--- config.mk ---
export PLATFORM = sky130hd
export DESIGN_NAME = pipeline_stall_controller
export DESIGN_NICKNAME = d
export VERILOG_FILES = /design/src/rtl/pipeline_stall_controller.sv
export SDC_FILE = /design/constraint.sdc
export NUM_CORES = 1
export LEC_CHECK = 0
export ABC_CLOCK_PERIOD_IN_PS = 1900
export CAP_MARGIN = 20
export CORE_MARGIN = 8
export CORE_UTILIZATION = 44
export DETAILED_ROUTE_END_ITERATION = 8
export MAX_ROUTING_LAYER = met4
export PLACE_DENSITY_LB_ADDON = 0.1
export SETUP_SLACK_MARGIN = 0.5
export SKIP_CTS_REPAIR_TIMING = 1
export SLEW_MARGIN = 20
export SYNTH_ARGS = -nofsm -noshare
export SYNTH_HDL_FRONTEND = slang
export SYNTH_SLANG_ARGS = --single-unit
--- constraint.sdc ---
create_clock -name clock -period 1.9 [get_ports clock]
set_input_delay 0.19 -clock clock [delete_from_list [all_inputs] [get_ports clock]]
set_output_delay 0.19 -clock clock [all_outputs]
set_load 0.005 [all_outputs]
--- src/rtl/pipeline_stall_controller.sv ---
// pipeline_stall_controller
// Central stall/flush sequencer for the 5-stage RV32 pipeline. It merges these events into
// one set of per-stage register enables and bubble-insert flushes:
//   - load-use hazards
//   - multi-cycle MDU waits
//   - data-memory wait states
//   - branch redirects
// It also keeps a consecutive-stall watchdog and a running count of stalled cycles.
module pipeline_stall_controller #(
  parameter int unsigned MAX_STALL = 15,
  parameter int unsigned CNT_W     = 4,
  parameter int unsigned PERF_W    = 16
) (
  input  logic              clock,
  input  logic              reset_n,
  input  logic              id_ex_mem_read,
  input  logic [4:0]        id_ex_rd,
  input  logic [4:0]        if_id_rs1,
  input  logic [4:0]        if_id_rs2,
  input  logic              mdu_start,
  input  logic              mdu_done,
  input  logic              dmem_req,
  input  logic              dmem_ready,
  input  logic              branch_taken,
  output logic              pc_write,
  output logic              if_id_write,
  output logic              id_ex_write,
  output logic              ex_mem_write,
  output logic              if_id_flush,
  output logic              id_ex_flush,
  output logic              ex_mem_flush,
  output logic              stall_timeout,
  output logic [PERF_W-1:0] stall_cycles
);

  typedef enum logic [1:0] {
    RUN      = 2'd0,
    MEM_WAIT = 2'd1,
    MDU_WAIT = 2'd2
  } state_t;

  state_t           state;
  state_t           state_nxt;
  logic             done_seen;
  logic             done_seen_nxt;
  logic [CNT_W-1:0] watchdog;

  logic load_use;
  logic mem_stall;
  logic run_rules;
  logic mdu_release;

  // Hazard terms; x0 is never a real dependency.
  assign load_use  = id_ex_mem_read && (id_ex_rd != 5'd0) &&
                     ((id_ex_rd == if_id_rs1) || (id_ex_rd == if_id_rs2));
  assign mem_stall = dmem_req && !dmem_ready;

  // The normal RUN priority chain applies either in RUN without a memory stall, or on the
  // cycle a pending memory access completes; both paths share a single decode below.
  assign run_rules   = ((state == RUN) && !mem_stall) || ((state == MEM_WAIT) && dmem_ready);
  assign mdu_release = mdu_done || done_seen;

  // State register and latched MDU completion
  always_ff @(posedge clock or negedge reset_n) begin
    if (!reset_n) begin
      state     <= RUN;
      done_seen <= 1'b0;
    end else begin
      state     <= state_nxt;
      done_seen <= done_seen_nxt;
    end
  end

  // Next-state decode
  always_comb begin
    state_nxt     = state;
    done_seen_nxt = done_seen;
    unique case (state)
      RUN: begin
        if (mem_stall) begin
          state_nxt = MEM_WAIT;
        end else if (mdu_start) begin
          state_nxt = MDU_WAIT;
        end
      end
      MEM_WAIT: begin
        if (dmem_ready) begin
          state_nxt = mdu_start ? MDU_WAIT : RUN;
        end
      end
      MDU_WAIT: begin
        if (mem_stall) begin
          done_seen_nxt = done_seen || mdu_done;
        end else if (mdu_release) begin
          done_seen_nxt = 1'b0;
          state_nxt     = RUN;
        end
      end
      default: begin
        state_nxt     = RUN;
        done_seen_nxt = 1'b0;
      end
    endcase
  end

  // Per-stage enables and flushes from state and live hazards
  always_comb begin
    pc_write     = 1'b1;
    if_id_write  = 1'b1;
    id_ex_write  = 1'b1;
    ex_mem_write = 1'b1;
    if_id_flush  = 1'b0;
    id_ex_flush  = 1'b0;
    ex_mem_flush = 1'b0;
    if (run_rules) begin
      if (mdu_start) begin
        pc_write     = 1'b0;
        if_id_write  = 1'b0;
        id_ex_write  = 1'b0;
        ex_mem_flush = 1'b1;
      end else if (branch_taken) begin
        if_id_flush = 1'b1;
        id_ex_flush = 1'b1;
      end else if (load_use) begin
        pc_write    = 1'b0;
        if_id_write = 1'b0;
        id_ex_flush = 1'b1;
      end
    end else if ((state == MDU_WAIT) && !mem_stall) begin
      if (!mdu_release) begin
        pc_write     = 1'b0;
        if_id_write  = 1'b0;
        id_ex_write  = 1'b0;
        ex_mem_flush = 1'b1;
      end
    end else begin
      pc_write     = 1'b0;
      if_id_write  = 1'b0;
      id_ex_write  = 1'b0;
      ex_mem_write = 1'b0;
    end
  end

  // Consecutive-stall watchdog with sticky timeout flag
  always_ff @(posedge clock or negedge reset_n) begin
    if (!reset_n) begin
      watchdog      <= '0;
      stall_timeout <= 1'b0;
    end else begin
      if (watchdog == CNT_W'(MAX_STALL)) begin
        stall_timeout <= 1'b1;
      end
      if (state == RUN) begin
        watchdog <= '0;
      end else if (watchdog != '1) begin
        watchdog <= watchdog + CNT_W'(1);
      end
    end
  end

  // Stalled-cycle performance counter, wraps naturally
  always_ff @(posedge clock or negedge reset_n) begin
    if (!reset_n) begin
      stall_cycles <= '0;
    end else if (!pc_write) begin
      stall_cycles <= stall_cycles + PERF_W'(1);
    end
  end

endmodule

## After elaboration in Yosys (flattened, before gate mapping)

Cells that the tools add are included.

- Register bits after elaboration: 24
- Bits of input ports: 23
- Output and inout bits: 24
- Logic and storage cells: 69

- Add/subtract/negate cells: 2
- Eq/ne operators: 11
- Muxes and demuxes: 33
- Bitwise logic cells: 1
- Reduce and logical (&&, ||, !) cells: 17

Operators by type and width:

| cell | number |
|---|---|
| $mux W1 | 23 |
| $add A16 B1 Y16 const B | 1 |
| $mux W2 | 6 |
| $eq A5 B5 Y1 | 2 |
| $mux W4 | 2 |
| $logic_and A1 B1 Y1 | 6 |
| $ne A2 B2 Y1 const B | 3 |
| $ne A3 B3 Y1 const B | 2 |
| $pmux W2 S3 | 1 |
| $reduce_bool A5 Y1 | 1 |
| $add A4 B1 Y4 const B | 1 |
| $eq A4 B4 Y1 const B | 1 |
| $ne A4 B4 Y1 const B | 1 |
| $reduce_and A4 Y1 | 1 |
| $logic_or A1 B1 Y1 | 3 |
| $eq A2 B1 Y1 const B | 1 |
| $eq A2 B2 Y1 const B | 1 |
| $logic_not A1 Y1 | 2 |
| $logic_not A2 Y1 | 1 |
| $pmux W1 S2 | 1 |
| $reduce_and A2 Y1 | 1 |
| $reduce_bool A2 Y1 | 1 |
| $reduce_or A2 Y1 | 1 |
| $not A1 Y1 | 1 |

## Longest topological paths before layout

- Word-level depth: 7
- Mapped depth: 9
- Mapped depth without buffers: 7

## Worst setup path before layout

OpenSTA, ideal clock, no wires.

- Path type: flip-flop to output port
- Start point: register state[1]
- End point: output pc_write
- Data arrival time: 1.509 ns
- Required time: 1.710 ns
- Slack: 0.201 ns
- Cell stages (with the launch flop): 9
- Cells stage by stage: dfrtp_1 > buf_2 > nand2b_2 > nor3_1 > or3_4 > o21ai_4 > buf_6 > inv_2 > buf_4

- Cells in the longest elaborated chain, start to end: 4
- Elaborated cells between the ends (all ways): 9
- Those cells by class: 2 x eq/ne; 2 x mux; 5 x reduce/logical

RTL lines:

| element | line | source |
|---|---|---|
| start, declared | 42 | `state_t state;` |
| start signal, assigned | 69 | `state <= state_nxt;` |
| $eq A2 B2 Y1 (tied with other cells) | 129 | `end else if ((state == MDU_WAIT) && !mem_stall) begin` |
| $logic_and A1 B1 Y1, on equally long branches | 129, 60 |  |
| $mux W1 or $logic_or A1 B1 Y1 (tied branches) | - |  |
| $mux W1 (*) | - |  |
| end, declared | 25 | `output logic pc_write,` |

Every way passes the cells marked *; elsewhere a longest branch is shown, timed or not.

## Final worst setup path

- Start point: register state[0]
- End point: output pc_write

- Cells in the longest elaborated chain, start to end: 4
- Elaborated cells between the ends (all ways): 9
- Those cells by class: 2 x eq/ne; 2 x mux; 5 x reduce/logical

RTL lines:

| element | line | source |
|---|---|---|
| $eq A2 B2 Y1 (tied with other cells) | 129 |  |
| $logic_and A1 B1 Y1, on equally long branches | 129, 60 |  |
| $mux W1 or $logic_or A1 B1 Y1 (tied branches) | 129, 60 |  |
| $mux W1 (*) | 115 | `if (run_rules) begin` |

Marks and branches as above.

==> metrics.txt <==
first-pass GRT wire length 5200 um; DIE AREA 0.00490 mm2; status finished, violations left; DR WL/cell 15.0 um; Post-Synth Simple-Gate Area 0.221; largest net degree at the start of global routing 25; Clock transition at path regs 0.14 ns; CP Data Arrival Time 1.71 ns; mux contribution to synthesized area 0.00780; Seq pwr share 0.405; synthesis-to-layout area growth 69.0%; worst skew pair latency 0.32 ns; I/O pins 47; site row count 19; number of global-route vias before repair 1,222; Placer Congestion 0.756; RSZ-0062 raised after global routing yes; I/O Buffers 46; layout cells sized above 1 0.322; Fin Setup TNS -0.00761 ns; Post-DP HPWL 2440 um; critical path type reg -> out; CP max stage cell dfrtp_1; Setup Skew 0.0162 ns; Yosys warnings 0; CP max FO 4; xor/xnor cell area share of the yosys netlist 0.178; Final setup viols 2; dpl cells 212; Pleak 1.33 nW; Final WS setup -0.00385 ns; Routed WL 3540 um; DRT Pass-1 Iters 4; max_cap viols 0; Worst-Margin Slew 0.307 ns; Post-Synthesis Cells 124; main combinational cell family by area after synthesis simple AND/OR/NAND/NOR gates; Clock H-tree levels 1; Synth Area in Adders 0.0195; Pwr Density 857 mW/mm2; grt ovf 0; worst vdd ir 0.804 mV; library cells used by synthesis 34; Critical Path End Type output port; cell internal pwr 1.23 mW; most frequent cell after synthesis dfrtp_1; Root Buffer clkbuf_4; CTS tree done; total track usage 0.130; sequential-to-total area share from yosys stat 0.468; Hold Path Class in -> async; die width 70.0 um; final antenna-violating net count 0; max-slew violation count 0; Die Y 70.0 um; diodes inserted 0; FMAX 525 MHz; via count 1,229; Final Hold Viols 0; Avg Inst Size Synth 10.3 um2; top post-synthesis cells by count dfrtp_1, xnor2_1, xor2_1; Critical Path RT 1.71 ns; Psw 0.627 mW; core area 0.00276 mm2; most area-hungry cell type in the Yosys netlist dfrtp_1; Mapped Area 0.00128 mm2; Final Non-Filler Cells 236; Iter 0 DRT Violations 84; slowest stage delay, CP 0.42 ns; combinational fraction of design power 0.472; top cells by area, synth dfrtp_1, xnor2_1, xor2_1; DRC errors left 0; violated checks negative setup slack; Vias/cell 5.21; number of synthesized flops with an enable pin 0; Slew headroom 0.796; Sw Ratio 0.338; clk buf depth 2; initial antenna violation count 0; complex-gate fraction of the synthesized area 0.0751; CP cell instances buf_6, nand2b_4, nor3_4, or3_4, o21ai_4, inv_4, clkbuf_2; Post-Place Worst Slack -0.428 ns; Clock Power Share 0.123; ratio of final minimum period to clock period 1.00; CTS buffer count 3; syn_nets 149; register bit count reported by yosys 24; Async SR Flop Fraction 1.00; startpoint types register; Synth Flop Type dfrtp_1; clock sinks 24; area share of the largest cell type after synthesis 0.468; initial core utilization 0.465; Tmin final 1.90 ns; Nets 232
==> routing by layer <==
layer	GRT usage	wire length, um	share of wire
met1	0.133	1460	0.41
met2	0.217	1810	0.51
met3	0.0452	210	0.059
met4	0.0603	61	0.017
met5	-	0	0
==> flip-flops by register name, indices dropped and copies added (netlist names) <==
register / cells
stall_cycles: 16
watchdog: 4
done_seen: 1
state: 2
stall_timeout: 1
==> path summary, 6_finish.rpt <==
check	from	endpoint	slack, ns	depth (start not counted)
min reg2reg	stall_timeout$_DFFE_PN0N_	stall_timeout$_DFFE_PN0N_	0.49	1
max	state[0]$_DFFE_PN0P_	pc_write	-0.004	7
max in group asynchronous	reset_n	stall_cycles[2]$_DFFE_PN0N_	1.42	2
min in group clock	stall_timeout$_DFFE_PN0N_	stall_timeout$_DFFE_PN0N_	0.49	1
max reg2reg	state[0]$_DFFE_PN0P_	stall_cycles[5]$_DFFE_PN0N_	-0.004	8
min	reset_n	stall_cycles[12]$_DFFE_PN0N_	0.21	2
==> power groups by stage <==
| stage | Clock (mW) | Combinational (mW) | Sequential [mW] |
|---|---|---|---|
| 2_1_floorplan | 0 | 0.353 | 0.752 |
| 3_3_place_gp | 0 | 0.692 | 0.770 |
| 3_5_place_dp | 0 | 0.718 | 0.775 |
| 4_1_cts | 0.222 | 0.721 | 0.767 |
| 5_1_grt | 0.250 | 0.952 | 0.772 |
| 6_report | 0.229 | 0.876 | 0.753 |
==> layout make-up <==
type,instances,area (um2)
Timing Repair Buffer,81,779
Multi-Input combinational cell,93,703
Sequential cell,24,606
Fill cell,189,591
Tap cell,31,38.8
Clock buffer,3,22.5
Inverter,4,17.5
==> cell families after synthesis <==
group,after synthesis
simple gates,51
xor+xnor,26
flops,24
compound gates,13
buf+inv,7
fa+ha+maj,2
mux,1
==> metrics by stage <==
stage          power [mW]   util  hold slack [ns]  cell area [um2]
6_report             1.86  0.786            0.212             2170
5_1_grt              1.97  0.786            0.222             2170
4_1_cts              1.71  0.688            0.231             1900
3_5_place_dp         1.49  0.680            0.471             1880
3_3_place_gp         1.46  0.680            0.450             1880
2_1_floorplan        1.10      -           -0.106             1310
==> cells in the final DEF, fill, tap and decap left out, types with 2 or more instances in the layout <==
master / n
a21oi_1: 2
a21oi_2: 2
and3_1: 5
buf_2: 3
buf_4: 32
buf_6: 5
clkbuf_2: 2
clkbuf_4: 3
clkdlybuf4s50_1: 12
dfrtp_1: 20
dfrtp_2: 4
dlymetal6s2s_1: 27
ha_1: 2
inv_1: 3
nand2_1: 6
nand2b_1: 3
nand3_1: 7
nand4_1: 7
nor2_1: 7
nor3_1: 3
nor3_4: 2
o22ai_1: 2
or3_4: 2
xnor2_1: 16
xor2_1: 10
==> worst max-delay path, delay by kind of cell, from the launching register on <==
kind            cells  cell delay (ns)
simple gates        3             0.53
buf+inv             3             0.28
flops               1             0.42
compound gates      1             0.17
No activity file was read; power rests on OpenSTA's default activity.
